`src/rtl/ptc_hold_capture.sv`:
```
// Receiving end of the PTC hold strobe: captures the phase code on each hold
// rise, presents it on a valid/ready handshake, and checks hold width and period.
module ptc_hold_capture #(
  parameter int W  = 8,
  parameter int PW = 8,
  parameter int CW = 16
) (
  input  logic          clk,
  input  logic          rst,
  input  logic          en,
  input  logic          mode_m,
  input  logic          hld_in,
  input  logic [W-1:0]  code_in,
  input  logic [PW-1:0] exp_period,
  output logic [W-1:0]  held_code,
  output logic          held_valid,
  input  logic          held_ready,
  output logic          width_err,
  output logic          period_err,
  output logic          ovf,
  output logic [PW-1:0] period_cnt,
  output logic [CW-1:0] pulse_cnt
);

  typedef enum logic [1:0] {IDLE, ARM, HIGH, LOW} state_t;

  localparam logic [PW-1:0] P_ONE = PW'(1);
  localparam logic [PW-1:0] P_MAX = '1;
  localparam logic [CW-1:0] C_ONE = CW'(1);

  state_t        state, state_nxt;
  logic          hld_q;
  logic          rise, fall;
  logic          cap;
  logic          mode_q;
  logic [1:0]    wcnt;
  logic [PW-1:0] pcnt;

  // Handshake: held_code transfers on a rising clk edge where held_valid and
  // held_ready are both high; held_code is stable while held_valid waits.
  assign rise = hld_in & ~hld_q;
  assign fall = ~hld_in & hld_q;
  assign cap  = en & rise & ((state == ARM) | (state == LOW));

  always_ff @(posedge clk or posedge rst) begin
    if (rst) state <= IDLE;
    else     state <= state_nxt;
  end

  always_comb begin
    state_nxt = state;
    if (!en) begin
      state_nxt = IDLE;
    end else begin
      case (state)
        IDLE:    state_nxt = ARM;
        ARM:     if (rise) state_nxt = HIGH;
        HIGH:    if (fall) state_nxt = LOW;
        LOW:     if (rise) state_nxt = HIGH;
        default: state_nxt = IDLE;
      endcase
    end
  end

  // Width/period measurement; both counters restart on every accepted rise.
  always_ff @(posedge clk or posedge rst) begin
    if (rst) begin
      hld_q      <= 1'b0;
      mode_q     <= 1'b0;
      wcnt       <= 2'd0;
      pcnt       <= '0;
      width_err  <= 1'b0;
      period_err <= 1'b0;
      period_cnt <= '0;
    end else begin
      hld_q      <= hld_in;
      width_err  <= 1'b0;
      period_err <= 1'b0;
      if (!en) begin
        wcnt <= 2'd0;
        pcnt <= '0;
      end else if (cap) begin
        wcnt   <= 2'd1;
        pcnt   <= P_ONE;
        mode_q <= mode_m;
        if (state == LOW) begin
          period_cnt <= pcnt;
          period_err <= (exp_period != '0) && (pcnt != exp_period);
        end
      end else if ((state == HIGH) || (state == LOW)) begin
        if (pcnt != P_MAX) pcnt <= pcnt + P_ONE;
        if (state == HIGH) begin
          if (fall)               width_err <= (wcnt != (mode_q ? 2'd1 : 2'd2));
          else if (wcnt != 2'd3)  wcnt <= wcnt + 2'd1;
        end
      end
    end
  end

  // A capture against a stalled, still-valid hold register is dropped.
  always_ff @(posedge clk or posedge rst) begin
    if (rst) begin
      held_code  <= '0;
      held_valid <= 1'b0;
      ovf        <= 1'b0;
      pulse_cnt  <= '0;
    end else begin
      if (cap) begin
        if (held_valid && !held_ready) begin
          ovf <= 1'b1;
        end else begin
          held_code  <= code_in;
          held_valid <= 1'b1;
          pulse_cnt  <= pulse_cnt + C_ONE;
        end
      end else if (held_valid && held_ready) begin
        held_valid <= 1'b0;
      end
    end
  end

endmodule

```
`config.mk`:
```
export PLATFORM = sky130hd
export DESIGN_NAME = ptc_hold_capture
export DESIGN_NICKNAME = d
export VERILOG_FILES = /design/src/rtl/ptc_hold_capture.sv
export SDC_FILE = /design/constraint.sdc
export NUM_CORES = 1
export LEC_CHECK = 0
export CORE_MARGIN = 1.5
export CORE_UTILIZATION = 28
export DETAILED_ROUTE_END_ITERATION = 7
export PLACE_DENSITY = 0.55
export SYNTH_ARGS = -nofsm -noshare
export SYNTH_HDL_FRONTEND = slang
export SYNTH_SLANG_ARGS = --single-unit
```
`constraint.sdc`:
```
create_clock -name clk -period 4.5 [get_ports clk]
set_input_delay 0.675 -clock clk [delete_from_list [all_inputs] [get_ports clk]]
set_output_delay 0.675 -clock clk [all_outputs]
set_load 0.02 [all_outputs]
```
==> results.sh <==
export IMPL_max_slew_margin_rel_pct=31.9
export IMPL_grt_max_degree=51
export IMPL_cts_sinks=50
export IMPL_powerDensity_nw_per_um2=341
export IMPL_viasPerCell=4.54
export IMPL_holdCritPathClass="reg2reg"
export IMPL_drv_cap=0
export IMPL_fin_area_um2=3060
export IMPL_antenna_found_initial=0
export IMPL_io_buffers=57
export IMPL_syn2layout_area_growth_pct=33.7
export IMPL_final_period_utilization_pct=49.9
export IMPL_synth_cell_types=38
export IMPL_synth_edf_count=0
export IMPL_required_ps=4690
export IMPL_clock_fmax_mhz=446
export IMPL_setup_tns_ps=0
export IMPL_setup_viol_count_final=0
export IMPL_drc=0
export IMPL_drtIter0Drc=77
export IMPL_synth_seq_cells=50
export IMPL_core_um2=7810
export IMPL_avgSynthCellArea_um2=11.9
export IMPL_postCtsSetupRepairBufs=0
export IMPL_root_buffer="clkbuf_8"
export IMPL_cts_resized=0
export IMPL_hold_violations=0
export IMPL_dp_hpwl_um=3270
export IMPL_synthTopCellsByCount="50 x dfrtp_1, 21 x xnor2_1, 18 x nand2_1"
export IMPL_finalPower_w=0.00105
export IMPL_die_h_um=93.5
export IMPL_gr_total_overflow=0
export IMPL_vias=1613
export IMPL_rows=32
export IMPL_dp_cells=347
export IMPL_status="complete, no violations"
export IMPL_critPathCaptureType="register"
export IMPL_fin_nets=277
export IMPL_cts_tree="built"
export IMPL_clock_path_buffers=2
export IMPL_place_gp_congestion=0.754
export IMPL_num_antenna_cells=0
export IMPL_worstPathArrival_ps=2430
export IMPL_postSynthCellCount=193
export IMPL_grtUsageTotal_pct=11.1
export IMPL_worstMarginPinSlew_ps=1020
export IMPL_peakVddDrop_mv=0.232
export IMPL_dr_pass1_iters=4
export IMPL_ys_seq_area_share_pct=54.6
export IMPL_min_period_ps=2240
export IMPL_final_cell_count_no_fill=355
export IMPL_cts_buffers=5
export IMPL_wl_um=4570
export IMPL_antenna_left=0
export IMPL_ioPinCount=58
export IMPL_critPathLaunchType="primary input"
export IMPL_rsz0062_at_grt="no"
export IMPL_slew_viol_final=0
export IMPL_grt_pass1_vias=1612
export IMPL_wire_per_inst_um=12.9
export IMPL_grt_pass1_wl_um=7660
export IMPL_initial_core_util_pct=29.4
export IMPL_synthTopCellsByArea="dfrtp_1 55%, mux2_2 8.4%, xnor2_1 8.0%"
export IMPL_yosysTopAreaCellShare_pct=54.6
export IMPL_die_w_um=93.5
export IMPL_dieArea_um2=8740
export IMPL_clkLatencyLatePin_ps=300
export IMPL_path_clk_slew_ps=90
export IMPL_ys_flop_type="dfrtp_1"
export IMPL_synthArstFlopShare_pct=100
export IMPL_fin_skew_ps=5.50
export IMPL_drive_gt1_share_pct=12.3
export IMPL_syn_area_um2=2290
export IMPL_synth_most_common_cell="dfrtp_1"
export IMPL_path_max_fanout=11
export IMPL_synth_largest_area_cell="dfrtp_1"
export IMPL_critical_path_class="in2reg"
export IMPL_yosys_warnings=0
export IMPL_whs_ps=476
export IMPL_syn_nets=218
export IMPL_p_leak_nw=1.31
export IMPL_htreeDepth=2
export IMPL_postCtsHoldBufs=0
export IMPL_placed_cell_area_um2=2950
-- power by group --
group          switching (W)  total (W)  internal, W
logic              0.0000979   0.000208     0.000110
registers          0.0000365   0.000525     0.000489
clock network       0.000146   0.000312     0.000166
total               0.000281    0.00105     0.000765
-- logic make-up after synthesis --
logic type                 after synthesis  share of synthesized area (%)
and+or+nand+nor                         70                           17.7
muxes                                   19                           9.22
adders and majority gates                3                           1.64
xor gates and xnor gates                27                           10.3
buffers and inverters                    9                           2.24
DFF                                     50                           54.6
AOI/OAI and AO/OA                       15                           4.26
-- cell type report --
cell class | instances | area (um2)
fillers | 787 | 4740
flip-flops and latches | 50 | 1250
multi-input cells | 134 | 990
repair buffers | 57 | 571
well taps | 102 | 128
clock buffers | 6 | 72.6
clock inverters | 2 | 37.5
inverters | 4 | 15.0
-- state kept, by name (all words and copies together), names as in the netlist, 2 cells and up --
name,cells
held_code,8
pcnt,8
period_cnt,8
pulse_cnt,16
state,2
wcnt,2
-- worst max-delay path, cell delays in order --
cell and delay [ps]:
clkdlybuf4s50_1 600, nand4b_4 250, nor2_2 500, mux2_2 400
-- layer usage --
metal / GRT usage (%) / wire length (um) / part of all wire (%)
met1: 14.9 / 2210 / 48
met2: 16.9 / 1980 / 43
met3: 3.74 / 339 / 7.4
met5: 0 / 0 / 0
met4: 3.03 / 40 / 0.88
-- per-stage QoR --
step	utilization (%)	setup WS, ps
6_report	39.2	2260
5_1_grt	39.2	2150
4_1_cts	39.2	2220
3_5_place_dp	37.8	1880
3_3_place_gp	37.8	1940
2_1_floorplan	-	2620
-- layout by cell type (no fill, tap or decap), types with 2 or more instances in the layout --
master	n
a21oi_1	3
and2_1	2
and3_1	4
and4_1	4
clkbuf_8	5
clkdlybuf4s50_1	57
dfrtp_1	50
ha_1	3
inv_1	3
mux2_2	17
mux2i_1	2
nand2_1	18
nand2_2	2
nand2b_1	2
nand3_1	11
nand4_1	5
nor2_1	8
nor3_1	3
nor3_4	2
nor4_1	3
o21ai_0	5
xnor2_1	21
xor2_1	6
-- final timing paths --
kind,start,endpoint,cells after the start,slack (ps)
min in group asynchronous,rst,pulse_cnt[6],2,940
setup reg to reg,state[0],held_code[4],3,2770
setup / recovery,en,held_code[4],4,2260
hold / removal,pulse_cnt[15],pulse_cnt[15],1,480
max in group asynchronous,rst,period_cnt[0],2,2930
hold reg to reg,pulse_cnt[15],pulse_cnt[15],1,480
(Power assumes the default switching activity.)
